### config.mk
export PLATFORM = sky130hd
export DESIGN_NAME = demux_1to4_buf_flat
export DESIGN_NICKNAME = d
export VERILOG_FILES = /design/src/rtl/demux_1to4_buf_if.sv /design/src/rtl/demux_1to4_buf.sv /design/src/flat_wrapper.sv
export SDC_FILE = /design/constraint.sdc
export NUM_CORES = 1
export LEC_CHECK = 0
export ABC_CLOCK_PERIOD_IN_PS = 3290
export BUFFER_PORTS_ARGS = -buffer_cell sky130_fd_sc_hd__clkbuf_2
export CAP_MARGIN = 30
export CORE_ASPECT_RATIO = 1.25
export CORE_MARGIN = 1.5
export CORE_UTILIZATION = 30
export CTS_CLUSTER_SIZE = 25
export DETAILED_ROUTE_END_ITERATION = 12
export GPL_TIMING_DRIVEN = 1
export SLEW_MARGIN = 10
export SYNTH_ARGS = -nofsm -noshare
export SYNTH_HDL_FRONTEND = slang
export SYNTH_SLANG_ARGS = --single-unit
### constraint.sdc
create_clock -name clk -period 3.29 [get_ports clk]
set_input_delay 0.1645 -clock clk [delete_from_list [all_inputs] [get_ports clk]]
set_output_delay 0.1645 -clock clk [all_outputs]
set_load 0.1 [all_outputs]
### src/rtl/demux_1to4_buf_if.sv
// Producer-side and consumer-side handshake bundle of the 1:4 buffered demux.
//   in_valid/in_ready/in_data     : single input stream (valid/ready)
//   out_valid/out_ready/out_data  : four output lanes, lane k in bit k / slice k
// master: drives the input stream and the lane ready bits (producer + consumers)
// slave : the demux itself
interface demux_1to4_buf_if #(
  parameter int unsigned WIDTH = 4
);
  logic                 in_valid;
  logic                 in_ready;
  logic [WIDTH-1:0]     in_data;
  logic [3:0]           out_valid;
  logic [3:0]           out_ready;
  logic [4*WIDTH-1:0]   out_data;

  modport master (
    output in_valid, in_data, out_ready,
    input  in_ready, out_valid, out_data
  );

  modport slave (
    input  in_valid, in_data, out_ready,
    output in_ready, out_valid, out_data
  );
endinterface

### src/rtl/demux_1to4_buf.sv
// Registered 1:4 demultiplexer with a 1-deep valid/ready buffer and a
// saturating delivered-beat counter per output lane. The target lane is
// {s1,s0}, or an internal round-robin pointer when rr_en=1.
// Ports:
//   clk, rst  : clock, synchronous active-high reset
//   bus       : input stream + four output lanes (slave modport)
//   s0, s1    : manual lane select (rr_en=0)
//   rr_en     : route by round-robin pointer
//   cnt_clr   : synchronous clear of all beat counters (wins over increment)
//   rr_ptr    : current round-robin pointer
//   beat_cnt  : lane k delivered count in beat_cnt[k*CNT_W +: CNT_W]
module demux_1to4_buf #(
  parameter int unsigned WIDTH = 4,
  parameter int unsigned CNT_W = 8
) (
  input  logic                 clk,
  input  logic                 rst,
  demux_1to4_buf_if.slave      bus,
  input  logic                 s0,
  input  logic                 s1,
  input  logic                 rr_en,
  input  logic                 cnt_clr,
  output logic [1:0]           rr_ptr,
  output logic [4*CNT_W-1:0]   beat_cnt
);

  localparam int unsigned NCH = 4;
  localparam logic [CNT_W-1:0] CNT_MAX = '1;

  logic [NCH-1:0]             valid_q, valid_d;
  logic [NCH-1:0][WIDTH-1:0]  data_q,  data_d;
  logic [NCH-1:0][CNT_W-1:0]  cnt_q,   cnt_d;
  logic [1:0]                 ptr_q,   ptr_d;

  logic [1:0]     sel_c;
  logic           ready_c;
  logic           accept_c;
  logic [NCH-1:0] pop_c;

  // Handshake decode: a lane accepts when empty or being drained this cycle.
  always_comb begin
    sel_c    = rr_en ? ptr_q : {s1, s0};
    ready_c  = ~rst & (~valid_q[sel_c] | bus.out_ready[sel_c]);
    accept_c = bus.in_valid & ready_c;
    pop_c    = valid_q & bus.out_ready;
  end

  // Next-state for lane buffers, counters and the round-robin pointer.
  always_comb begin
    valid_d = valid_q;
    data_d  = data_q;
    cnt_d   = cnt_q;
    ptr_d   = ptr_q;
    for (int k = 0; k < NCH; k++) begin
      if (pop_c[k]) begin
        valid_d[k] = 1'b0;
      end
      // Same-cycle accept overrides the pop so the lane stays full.
      if (accept_c && (sel_c == 2'(k))) begin
        valid_d[k] = 1'b1;
        data_d[k]  = bus.in_data;
      end
      if (cnt_clr) begin
        cnt_d[k] = '0;
      end else if (pop_c[k] && (cnt_q[k] != CNT_MAX)) begin
        cnt_d[k] = cnt_q[k] + CNT_W'(1);
      end
    end
    if (accept_c && rr_en) begin
      ptr_d = ptr_q + 2'd1;
    end
  end

  // State registers.
  always_ff @(posedge clk) begin
    if (rst) begin
      valid_q <= '0;
      data_q  <= '0;
      cnt_q   <= '0;
      ptr_q   <= '0;
    end else begin
      valid_q <= valid_d;
      data_q  <= data_d;
      cnt_q   <= cnt_d;
      ptr_q   <= ptr_d;
    end
  end

  assign bus.in_ready  = ready_c;
  assign bus.out_valid = valid_q;
  assign bus.out_data  = data_q;
  assign rr_ptr        = ptr_q;
  assign beat_cnt      = cnt_q;

endmodule

### src/flat_wrapper.sv
// flat-port wrapper written by rule: the top's interface ports become plain ports
module demux_1to4_buf_flat 
#(
  parameter int unsigned WIDTH = 4,
  parameter int unsigned CNT_W = 8
)
  (clk, rst, s0, s1, rr_en, cnt_clr, rr_ptr, beat_cnt, bus_in_valid, bus_in_data, bus_out_ready, bus_in_ready, bus_out_valid, bus_out_data);
  demux_1to4_buf_if #(.WIDTH(WIDTH)) bus_i ();
  input  logic clk;
  input  logic rst;
  input  logic s0;
  input  logic s1;
  input  logic rr_en;
  input  logic cnt_clr;
  output logic [1:0] rr_ptr;
  output logic [4*CNT_W-1:0] beat_cnt;
  input wire logic [$bits(bus_i.in_valid)-1:0] bus_in_valid;
  input wire logic [$bits(bus_i.in_data)-1:0] bus_in_data;
  input wire logic [$bits(bus_i.out_ready)-1:0] bus_out_ready;
  output wire logic [$bits(bus_i.in_ready)-1:0] bus_in_ready;
  output wire logic [$bits(bus_i.out_valid)-1:0] bus_out_valid;
  output wire logic [$bits(bus_i.out_data)-1:0] bus_out_data;
  assign bus_i.in_valid = bus_in_valid;
  assign bus_i.in_data = bus_in_data;
  assign bus_i.out_ready = bus_out_ready;
  assign bus_in_ready = bus_i.in_ready;
  assign bus_out_valid = bus_i.out_valid;
  assign bus_out_data = bus_i.out_data;
  demux_1to4_buf #(.WIDTH(WIDTH), .CNT_W(CNT_W)) u_core (.clk(clk), .rst(rst), .bus(bus_i), .s0(s0), .s1(s1), .rr_en(rr_en), .cnt_clr(cnt_clr), .rr_ptr(rr_ptr), .beat_cnt(beat_cnt));
endmodule
# Word level (Yosys, flattened, before mapping)
# Cells that the tools add are included.
[word_totals] register_bits=54 in_bits=15 out_inout_bits=55
[classes] n_addsub=5 magnitude_cmp=1 eq_ne=7 n_mux=13 n_bitwise=6 reduce_logical=15
[ops] cell="$add 8x1->8 const B" n=4
[ops] cell="$ne 8x8->1 const B" n=4
[ops] cell="$mux 1" n=10
[ops] cell="$logic_and 1x1->1" n=9
[ops] cell="$reduce_bool 2->1" n=4
[ops] cell="$and 4x4->4" n=1
[ops] cell="$bmux 1 s2" n=2
[ops] cell="$eq 2x2->1 const B" n=2
[ops] cell="$lt 2x3->1 const B" n=1
[ops] cell="$add 2x1->2 const B" n=1
[ops] cell="$and 1x1->1" n=2
[ops] cell="$eq 2x1->1 const B" n=1
[ops] cell="$logic_not 2->1" n=1
[ops] cell="$mux 2" n=1
[ops] cell="$not 1->1" n=2
[ops] cell="$reduce_or 2->1" n=1
[ops] cell="$or 1x1->1" n=1

# Depth between registers and ports, before layout
[depth] word_depth=9 depth_mapped=6 ltp_nobuf=5

# Worst setup path before layout
# No wires, ideal clock.
[synth_timing] kind="register -> output" startpoint="reg u_core.ptr_q[1] (netlist: u_core.rr_ptr[1])" endpoint="out bus_in_ready" arrival_ns=2.922 slack_ns=0.203 path_stages_with_launch=5 cell_sequence="dfxtp_1 mux2i_4 mux2i_1 mux2_2 nor2_1"
[synth_via] elab_chain_cells=6 word_cells_on_any_way=8 classes_between="mux: 5; bitwise: 3"
[synth_lines] item="start, declared" line="demux_1to4_buf.sv:33" rtl="logic [1:0] ptr_q, ptr_d;"
[synth_lines] item="start signal, assigned" line="demux_1to4_buf.sv:85" rtl="ptr_q <= ptr_d;"
[synth_lines] item="$mux 2 *" line="demux_1to4_buf.sv:42" rtl="sel_c = rr_en ? ptr_q : {s1, s0};"
[synth_lines] item="$bmux 1 s2" line="demux_1to4_buf.sv:43" rtl="ready_c = ~rst & (~valid_q[sel_c] | bus.out_ready[sel_c]);"
[synth_lines] item="$mux 1 (not written as such)" line="demux_1to4_buf.sv:43"
[synth_lines] item="$not 1->1" line="demux_1to4_buf.sv:43"
[synth_lines] item="$or 1x1->1 *" line="demux_1to4_buf.sv:43"
[synth_lines] item="$and 1x1->1 *" line="demux_1to4_buf.sv:43"
[synth_lines] item="end, declared" line="flat_wrapper.sv:20" rtl="output wire logic [$bits(bus_i.in_ready)-1:0] bus_in_ready;"
# Mark *: on every way between the ends. The rest lies on a longest branch, timed or not. The select of a mux whose other input is x is not followed.

# Worst setup path after layout
[layout_timing] startpoint="reg u_core.ptr_q[0] (netlist: u_core.rr_ptr[0])" endpoint="out bus_in_ready"
# Same word-level chain as after synthesis.

==> metrics <==
endpoint of the worst register-to-register path u_core.beat_cnt[5]; Seq cells post-synth 54; CP Max Fanout 7; hold-critical path depth 3; depth of the most critical reg-to-reg path 4; placed cells 418; placer congestion estimate 0.774; post-synthesis area per instance 9.15 sq um; antenna violations before repair 0; worst setup margin 1120 ps; most frequently used flop master after synthesis sky130_fd_sc_hd__dfxtp_1; root buffer cell sky130_fd_sc_hd__clkbuf_8; Max Buffers Root-to-Sink 2; starting density of the core 0.308; run status finished clean; vertical extent of the die 103 microns; global-route wire length before repair 8940 microns; Via Count 2,108; number of distinct library cells after synthesis 35; PwrDens 419 mW/mm^2; net total in the final layout 349; mapped cell area 0.00240 sq mm; core outline area 0.00779 sq mm; share of flip-flops with an asynchronous set or reset after synthesis 0; Setup Skew 6.70 ps; setup-violating endpoint count in the final report 0; placed instance area 0.00283 sq mm; hold buffers post-CTS 0; sum of routed wire length over all layers 5440 microns; post-route insts no fill 426; setup repair after global routing missed its margin false; number of flops mapped to enable cells by yosys 0; overall die area 0.00854 sq mm; startpoint of the most critical hold path bus_in_data[2]; Diodes inserted 0; shortest clock period the worst path allows after layout 2170 ps; end point of the worst hold path u_core.bus.out_data[2]; number of warning messages in the yosys log 0; number of placed I/O pins 70; routed via count divided by cell count 4.95; proportion of layout cells with a drive suffix above 1 0.251; share of the clock period used by the worst path 0.660; kind of end point of the critical path primary output; highest ir drop seen on vdd 0.269 mV; number of pins exceeding their max-slew limit in the final report 0; Mapped Nets 281; final-layout fill cell count 809; Synth Instances 262; hold crit path type in2reg; Detailed Routing Iterations Pass 1 4; insertion delay of the later-clocked pin in the worst-skew pair 300 ps; Leakage Power 1.26 nW; startpoint types flop; setup TNS 0 ps; leading cell type in the layout, fill and taps excluded sky130_fd_sc_hd__clkbuf_2; Design Area, Final 0.00294 sq mm; number of DRC markers after the initial detailed-route iteration 39; reg-to-reg slack, setup 1640 ps; Rel. slew slack 0.456; final hold violation count 0; clock transition at the registers of the reported paths 90 ps; register area share after synthesis 0.451; # clock sinks 54; number of remaining DRC errors 0; Worst Max-Slew Pin Slew 814 ps; maximum number of pins on one net before global-route repair 27; Die Width 83.0 microns; count of antenna-violating nets left after detailed routing 0; launching point of the worst reg2reg path u_core.beat_cnt[3]; maximum level of the CTS H-tree 2; placement-stage worst setup slack 1390 ps; critical path arrival 2010 ps; number of buffers inserted by post-CTS setup repair 0; data required time of the critical path 3130 ps; CTS tree done; number of placement rows 36; routed wire length per instance 12.8 microns; Detail Placement HPWL 4110 microns; commonest cells after routing, fill and taps aside 69 x sky130_fd_sc_hd__clkbuf_2, 54 x sky130_fd_sc_hd__dfxtp_1, 38 x sky130_fd_sc_hd__nor2_1; crit path kind reg2out; PostCTS Resize Cnt 0; clock buffer count from CTS 5; layout overhead on the synthesized area 22.7%; Fmax achieved 460 MHz; remaining global-route overflow 0; global routing usage summed across all routing layers 0.128; maxcap violations 0; Port Buffers 69; via count of the first global-routing pass 1,929
==> critical path, cell delays in order, from the launching register on <==
cell and delay, ps:
sky130_fd_sc_hd__dfxtp_1 340, sky130_fd_sc_hd__mux2i_1 400, sky130_fd_sc_hd__mux2_2 390, sky130_fd_sc_hd__nor2_1 110
sky130_fd_sc_hd__clkbuf_2 480
==> cell type report <==
| cell class | instances | area [sq um] | share of cell area |
|---|---|---|---|
| Clock buffer | 5 | 68.8 | 0.0234 |
| Inverter | 6 | 22.5 | 0.00765 |
| Multi-Input combinational cell | 193 | 1260 | 0.428 |
| Sequential cell | 54 | 1080 | 0.367 |
| Timing Repair Buffer | 70 | 353 | 0.120 |
| Tap cell | 95 | 119 | 0.0404 |
| Clock inverter | 3 | 40.0 | 0.0136 |
==> through the flow <==
stage	total power [mW]	utilization	hold slack (ps)
2_1_floorplan	0.782	-	308
4_1_cts	1.26	0.378	132
3_3_place_gp	0.811	0.364	453
3_5_place_dp	0.812	0.364	458
6_report	1.23	0.378	149
5_1_grt	1.29	0.378	135
==> registers in the layout (all words and copies together) (netlist names) <==
name                  count
u_core.bus.out_valid      4
u_core.rr_ptr             2
u_core.beat_cnt          32
u_core.bus.out_data      16
==> synth_stat cells (2+ instances only) <==
master,count,share of area
sky130_fd_sc_hd__nand2_1,14,0.022
sky130_fd_sc_hd__nor2_1,38,0.059
sky130_fd_sc_hd__a311oi_1,3,0.011
sky130_fd_sc_hd__and3_1,10,0.026
sky130_fd_sc_hd__inv_1,6,0.0094
sky130_fd_sc_hd__mux2i_1,21,0.088
sky130_fd_sc_hd__ha_1,4,0.021
sky130_fd_sc_hd__nand4_1,6,0.016
sky130_fd_sc_hd__dfxtp_1,54,0.45
sky130_fd_sc_hd__o211ai_1,2,0.0063
sky130_fd_sc_hd__nand3_1,11,0.023
sky130_fd_sc_hd__o311a_1,3,0.013
sky130_fd_sc_hd__o311ai_0,5,0.018
sky130_fd_sc_hd__xnor2_1,3,0.011
sky130_fd_sc_hd__and4_1,7,0.026
sky130_fd_sc_hd__or4_1,2,0.0063
sky130_fd_sc_hd__or3_1,2,0.0052
sky130_fd_sc_hd__a211oi_1,2,0.0063
sky130_fd_sc_hd__a31oi_1,7,0.018
sky130_fd_sc_hd__buf_2,2,0.0042
sky130_fd_sc_hd__clkbuf_1,7,0.011
sky130_fd_sc_hd__nor2b_1,3,0.0078
sky130_fd_sc_hd__or2_2,3,0.0078
sky130_fd_sc_hd__xor2_1,10,0.037
sky130_fd_sc_hd__nand2b_1,5,0.013
sky130_fd_sc_hd__o21ai_0,13,0.027
sky130_fd_sc_hd__a21oi_1,11,0.023
==> metal layers <==
metal | global-route usage | part of all wire
met1 | 0.143 | 0.43
met2 | 0.235 | 0.49
met3 | 0.0384 | 0.059
met4 | 0.0397 | 0.011
met5 | 0 | 0
==> worst max path at each step <==
stage,start,cells after the start,end
after global routing,u_core.rr_ptr[0],4,bus_in_ready
after CTS,u_core.rr_ptr[0],4,bus_in_ready
after floorplan,u_core.rr_ptr[1],4,bus_in_ready
final,u_core.rr_ptr[0],4,bus_in_ready
after detailed placement,rr_en,5,bus_in_ready
after global placement,rr_en,5,bus_in_ready
==> logic make-up after synthesis <==
logic type | Yosys count | synth area share
flops | 54 | 0.451
xor+xnor | 13 | 0.0475
fa+ha+maj | 4 | 0.0209
buf+inv | 15 | 0.0245
mux | 23 | 0.102
compound gates | 47 | 0.126
simple gates | 106 | 0.229
==> where the power goes <==
part	internal, mW	switching [mW]
clock	0.224	0.212
sequential	0.661	0.00586
combinational	0.0282	0.101
total	0.914	0.319
(Power assumes the default switching activity.)
